--- src/rtl/fetch_pkg.sv ---
// Shared types and instruction field positions for the instruction fetch stage.
package fetch_pkg;

    typedef enum logic [1:0] {
        S_IDLE,
        S_FETCH,
        S_HOLD,
        S_HALT
    } fetch_state_t;

    localparam logic [31:0] DEFAULT_RESET_PC = 32'h0000_0000;

    localparam int OPCODE_MSB   = 31;
    localparam int OPCODE_LSB   = 26;
    localparam int FUNC_MSB     = 5;
    localparam int FUNC_LSB     = 0;
    localparam int IMM16_MSB    = 15;
    localparam int IMM16_LSB    = 0;
    localparam int TARGET26_MSB = 25;
    localparam int TARGET26_LSB = 0;

    // Branch displacement: sign-extended 16-bit word offset, scaled to bytes.
    function automatic logic [31:0] sext_imm16_x4(input logic [15:0] imm);
        return {{14{imm[15]}}, imm, 2'b00};
    endfunction

endpackage

--- src/rtl/next_pc_sel.sv ---
// Combinational next-PC selection from the control unit's redirect decisions.
// Without FETCH_ALIGN_CHECK_EN the two low bits of the result are forced to zero.
module next_pc_sel
    import fetch_pkg::*;
(
    input  logic [31:0]           pc_plus4,
    input  logic [TARGET26_MSB:0] inst_target,
    input  logic                  jump,
    input  logic                  jump_reg,
    input  logic                  branch,
    input  logic                  alu_zero,
    input  logic [31:0]           reg_target,
    output logic [31:0]           next_pc
);

    logic [31:0] raw_next;

    always_comb begin
        raw_next = pc_plus4;
        if (jump && jump_reg) begin
            raw_next = reg_target;
        end else if (jump) begin
            raw_next = {pc_plus4[31:28], inst_target, 2'b00};
        end else if (branch && alu_zero) begin
            raw_next = pc_plus4 + sext_imm16_x4(inst_target[IMM16_MSB:IMM16_LSB]);
        end
    end

`ifdef FETCH_ALIGN_CHECK_EN
    assign next_pc = raw_next;
`else
    assign next_pc = raw_next & ~32'h0000_0003;
`endif

endmodule

--- src/rtl/instruction_fetch.sv ---
// Fetch stage: owns the PC, fetches one word per instruction over req/ready and holds it
// until accepted. Optional misaligned-target trap is enabled by FETCH_ALIGN_CHECK_EN.
module instruction_fetch
    import fetch_pkg::*;
#(
    parameter logic [31:0] RESET_PC = DEFAULT_RESET_PC
) (
    input  logic        clk,
    input  logic        rst_b,
    output logic        imem_req,
    output logic [31:0] imem_addr,
    input  logic        imem_ready,
    input  logic [31:0] imem_rdata,
    output logic        inst_valid,
    input  logic        inst_accept,
    output logic [31:0] inst,
    output logic [5:0]  opcode,
    output logic [5:0]  func,
    output logic [31:0] pc,
    output logic [31:0] pc_plus4,
    input  logic        jump,
    input  logic        jump_reg,
    input  logic        branch,
    input  logic        alu_zero,
    input  logic [31:0] reg_target,
    input  logic        halted,
    output logic        fetch_fault
);

    fetch_state_t state_reg, state_next;
    logic [31:0]  pc_reg;
    logic [31:0]  inst_reg;
    logic [31:0]  next_pc;
    logic         pc_load;
    logic         inst_load;
    logic         misaligned;

    next_pc_sel u_next_pc_sel (
        .pc_plus4    (pc_plus4),
        .inst_target (inst_reg[TARGET26_MSB:TARGET26_LSB]),
        .jump        (jump),
        .jump_reg    (jump_reg),
        .branch      (branch),
        .alu_zero    (alu_zero),
        .reg_target  (reg_target),
        .next_pc     (next_pc)
    );

`ifdef FETCH_ALIGN_CHECK_EN
    assign misaligned = |next_pc[1:0];
`else
    assign misaligned = 1'b0;
`endif

    always_ff @(posedge clk or negedge rst_b) begin
        if (!rst_b) begin
            state_reg <= S_IDLE;
        end else begin
            state_reg <= state_next;
        end
    end

    // A halting instruction takes precedence over a faulting redirect.
    always_comb begin
        state_next = state_reg;
        imem_req   = 1'b0;
        inst_valid = 1'b0;
        pc_load    = 1'b0;
        inst_load  = 1'b0;
        case (state_reg)
            S_IDLE: begin
                state_next = S_FETCH;
            end
            S_FETCH: begin
                imem_req = 1'b1;
                if (imem_ready) begin
                    inst_load  = 1'b1;
                    state_next = S_HOLD;
                end
            end
            S_HOLD: begin
                inst_valid = 1'b1;
                if (inst_accept) begin
                    if (halted || misaligned) begin
                        state_next = S_HALT;
                    end else begin
                        pc_load    = 1'b1;
                        state_next = S_FETCH;
                    end
                end
            end
            S_HALT: begin
                state_next = S_HALT;
            end
            default: begin
                state_next = S_IDLE;
            end
        endcase
    end

    always_ff @(posedge clk or negedge rst_b) begin
        if (!rst_b) begin
            pc_reg   <= RESET_PC;
            inst_reg <= 32'h0000_0000;
        end else begin
            if (pc_load) begin
                pc_reg <= next_pc;
            end
            if (inst_load) begin
                inst_reg <= imem_rdata;
            end
        end
    end

`ifdef FETCH_ALIGN_CHECK_EN
    logic fault_reg;

    always_ff @(posedge clk or negedge rst_b) begin
        if (!rst_b) begin
            fault_reg <= 1'b0;
        end else if (state_reg == S_HOLD && inst_accept && !halted && misaligned) begin
            fault_reg <= 1'b1;
        end
    end

    assign fetch_fault = fault_reg;
`else
    assign fetch_fault = 1'b0;
`endif

    assign imem_addr = pc_reg;
    assign pc        = pc_reg;
    assign pc_plus4  = pc_reg + 32'd4;
    assign inst      = inst_reg;
    assign opcode    = inst_reg[OPCODE_MSB:OPCODE_LSB];
    assign func      = inst_reg[FUNC_MSB:FUNC_LSB];

endmodule

--- config.mk ---
export PLATFORM = sky130hd
export DESIGN_NAME = instruction_fetch
export DESIGN_NICKNAME = d
export VERILOG_FILES = /design/src/rtl/fetch_pkg.sv /design/src/rtl/next_pc_sel.sv /design/src/rtl/instruction_fetch.sv
export SDC_FILE = /design/constraint.sdc
export NUM_CORES = 1
export LEC_CHECK = 0
export ABC_CLOCK_PERIOD_IN_PS = 4650
export BUFFER_PORTS_ARGS = -buffer_cell sky130_fd_sc_hd__buf_2
export CAP_MARGIN = 40
export CORE_UTILIZATION = 30
export DETAILED_ROUTE_END_ITERATION = 10
export GPL_ROUTABILITY_DRIVEN = 0
export GPL_TIMING_DRIVEN = 1
export PLACE_DENSITY_LB_ADDON = 0.3
export REMOVE_ABC_BUFFERS = 1
export SETUP_SLACK_MARGIN = 0.05
export SYNTH_ARGS = -nofsm -noshare
export SYNTH_HDL_FRONTEND = slang
export SYNTH_SLANG_ARGS = --single-unit
--- constraint.sdc ---
create_clock -name clk -period 4.65 [get_ports clk]
set_input_delay 1.395 -clock clk [delete_from_list [all_inputs] [get_ports clk]]
set_output_delay 1.395 -clock clk [all_outputs]
set_load 0.05 [all_outputs]
==> results <==
- The flow ran to the end, but the final reports show violations.
- The checks that failed: DRC.
- The first detailed-routing pass ran for 10 iterations.
- Yosys printed 0 warnings.
- After Yosys synthesis, and, or, nand and nor cells account for 15.5% of the synthesized area.
- TritonCTS built the clock tree.
- The cell count after synthesis came out at 649.
- The aggregate routed wire length is 16.8 mm.
- The count of buffers inserted at the top-level ports is 206.
- The startpoint identified for the worst register-to-register timing path is imem_addr[5]$_DFFE_PN0P_.
- The detail route stage leaves a number of antenna-violating nets equal to 0.
- The area of placed instances is 6660 µm².
- Global routing used 18.0% of the available tracks across all layers.
- The number of top-level pins is 216.
- The cell area after synthesis is 5600 µm².
- By startpoint and endpoint, the worst setup path is classified as register to output pin.
- The worst min-delay path startpoint is state_reg[0]$_DFFE_PN0P_.
- The area growth from synthesis to layout is 24.2%.
- From bottom edge to top edge, the die measures 139 µm.
- The number of antenna repair diodes is 0.
- Cells with a size suffix above 1 make up 35.1% of the layout.
- The first-pass GRT wire length is 26.9 mm.
- STA classifies the critical path startpoint as a register.
- The finished cells cover 6950 µm².
- The share of cell area taken by muxes after synthesis is 11.9%.
- The min-delay analysis places its worst path in the category register to register.
- The arrival time at the worst endpoint is 2960 ps.
- The number of global-route vias before repair was 4992.
- The combinational family with the most area after synthesis is compound AO/OA/AOI/OAI gates.
- The post-route total power is 4310 µW.
- The required time reported for the critical path endpoint is 3250 ps.
- The largest net degree at the start of global routing is 39.
- The number of nets in the finished design is 926.
- The number of buffers added by the clock tree synthesis step is 9.
- The iteration-0 DRC count of the detailed router is 221.
- The mean number of vias per cell is 4.96.
- Dividing the detail-routed wire length by the instance count gives 16.0 µm.
- The clock transition at the register clock pins on the worst setup and hold paths after CTS is 60 ps.
- The normalized max-slew margin is 49.3%.
- The highest net fanout along the worst path is 7.
- The capture endpoint of the worst hold path is state_reg[1]$_DFFE_PN0P_.
- The proportion of synthesized flip-flops having asynchronous set or reset is 100%.
- After Yosys synthesis, full adders, half adders and majority gates account for 8.41% of the synthesized area.
- In this run the number of H-tree levels came out at 3.
- The number of buffers on the longest clock path is 2.
- The number of antenna violations at the first check in global routing is 1.
- The initialized floorplan defines 49 standard-cell rows.
- The number of synthesized register bits is 64.
- The initial standard-cell utilization of the core is 30.8%.
- The synthesized area per cell is 8.62 µm².
- The count of flip-flops with a built-in enable after synthesis is 0.
- The worst register-to-register path has a setup slack of 490 ps.
- The final max-slew violation count is 0.
- The max-cap violation count is 0.
- The hold-critical path depth is 2.
- The area enclosed by the die boundary is 19200 µm².
- The width of the chip is 139 µm.
- At the pin with the least slew margin, the transition time is 761 ps.
- Counting I/O delays and the setup requirement, the final critical path takes 4350 ps.
- Setup repair after global routing left no endpoint under its margin.
- After floorplanning, the core was sized to cover 18100 µm².
- The share of the clock period used by the worst path is 93.7%.
- Buffers inserted to repair hold after CTS numbered 0.
- IR analysis of the VDD net gives a maximum drop of 273 µV.
- The leakage dissipation is 0.00357 µW.
- The maximum achievable frequency is 230 MHz.
- Detailed placement ended at an HPWL of 13.1 mm.
- CTS placed an instance of sky130_fd_sc_hd__clkbuf_16 at the clock tree root.
- The overflow left after global routing is 0.
- Detailed routing inserted a total of 5207 vias.
- The clock latency at the later pin of the worst-skew pair is 350 ps.
- The complex-gate fraction of the synthesized area is 18.5%.
- The capturing element type of the critical path is an output pin.
- The post-route setup TNS is 0 ps.
- The register with the most flip-flops in the layout has 32 of them.
- The final count of negative-setup-slack endpoints is 0.
- The most used flip-flop cell after synthesis is sky130_fd_sc_hd__dfrtp_1.
- On the final layout, the worst clock skew is 11.3 ps.
- Counting cells, the worst reg-to-reg path comes to 18.
- The post-route DRC violation count is 9.
- The top cell types in the final layout, fill and taps aside, are 205 x sky130_fd_sc_hd__buf_2, 78 x sky130_fd_sc_hd__nand2_1, 64 x sky130_fd_sc_hd__dfrtp_1, 46 x sky130_fd_sc_hd__o21ai_0, 44 x sky130_fd_sc_hd__nor2_1.
- The number of sinks driven by the clock tree is 64.
- Leaving out fill and tap cells, the most frequent cell in the layout is sky130_fd_sc_hd__buf_2.
- After Yosys synthesis, XOR and XNOR cells account for 7.98% of the synthesized area.
- The number of hold-slack violations in the final timing report is 0.
- Yosys mapped the design onto 53 distinct sky130hd cell types.
- The power density relative to cell area is 620 nW/µm².
- The share of synthesized area occupied by flip-flops and latches is 28.6%.
- The worst register-to-register path ends at imem_addr[28]$_DFFE_PN0P_.
cell families after synthesis:
family	after synthesis
xor gates and xnor gates	51
DFF	64
buffers and inverters	84
and+or+nand+nor	191
adders and majority gates	37
other	1
muxes	62
AOI/OAI and AO/OA	159
where the power goes:
part	switching (µW)	leakage, µW	internal (µW)
registers	199	0.000803	698
logic	1930	0.00263	810
clock network	259	0.000140	413
Yosys cell counts (all sizes together) (10+ instances only):
cell | n | area, µm²
xnor2 | 38 | 333
mux2 | 38 | 428
inv | 10 | 37.5
o21ai | 48 | 240
clkbuf | 20 | 75.1
dfrtp | 64 | 1600
ha | 36 | 450
nand4 | 14 | 87.6
nor2 | 44 | 165
buf | 54 | 387
mux2i | 24 | 240
a211oi | 11 | 82.6
xor2 | 13 | 114
a21oi | 41 | 209
nand2 | 78 | 293
nand3 | 21 | 105
a21o | 15 | 113
layout make-up:
type / instances / area (µm²)
inverters: 10 / 37.5
multi-input cells: 507 / 3520
clock inverters: 4 / 45.0
fillers: 1897 / 11200
repair buffers: 224 / 1220
clock buffers: 12 / 236
flip-flops and latches: 64 / 1600
well taps: 229 / 287
worst max-delay path by stage:
stage,startpoint,to,slack (ps),cells after the start
final,imem_addr[5]$_DFFE_PN0P_,pc_plus4[25],300,9
after global routing,imem_addr[5]$_DFFE_PN0P_,pc_plus4[25],60,9
after CTS,imem_addr[3]$_DFFE_PN0P_,pc_plus4[28],110,9
after detailed placement,imem_addr[3]$_DFFE_PN0P_,imem_addr[31]$_DFFE_PN0P_,400,15
after global placement,imem_addr[3]$_DFFE_PN0P_,imem_addr[31]$_DFFE_PN0P_,390,15
after floorplan,imem_addr[5]$_DFFE_PN0P_,imem_addr[31]$_DFFE_PN0P_,-380,18
timing repair:
action,CTS,global route
setup buffers,0,1
setup endpoints to repair,0,6
gates resized for setup,0,1
stage by stage:
| stage | setup WS [ps] | hold slack, ps | util [%] | cells |
|---|---|---|---|---|
| after floorplan | -381 | 470 | - | 581 |
| after global placement | 385 | 486 | 36.3 | 1030 |
| after detailed placement | 399 | 507 | 36.7 | 1033 |
| after CTS | 108 | 513 | 38.2 | 1049 |
| after global routing | 62.7 | 539 | 38.3 | 1050 |
| final | 295 | 504 | 38.3 | 1050 |
worst max-delay path: stages (launching register included):
cell	delay (ps)
sky130_fd_sc_hd__dfrtp_1	480
sky130_fd_sc_hd__and3_1	220
sky130_fd_sc_hd__nand3_1	170
sky130_fd_sc_hd__nor2_1	250
sky130_fd_sc_hd__and4_1	340
sky130_fd_sc_hd__nand3_1	180
sky130_fd_sc_hd__inv_1	130
sky130_fd_sc_hd__nand3_1	100
sky130_fd_sc_hd__xnor2_1	380
sky130_fd_sc_hd__buf_2	350
routing by layer:
layer  share of wire (%)  global-route usage (%)  vias to the layer above
li1                    -                       -                     2607
met1                  45                    22.6                     2459
met2                  49                    31.1                      125
met3                 4.3                    3.31                       14
met4                 1.1                    5.62                        2
met5               0.077                       0                        -
Note: power is estimated with default switching activity, not from simulation.
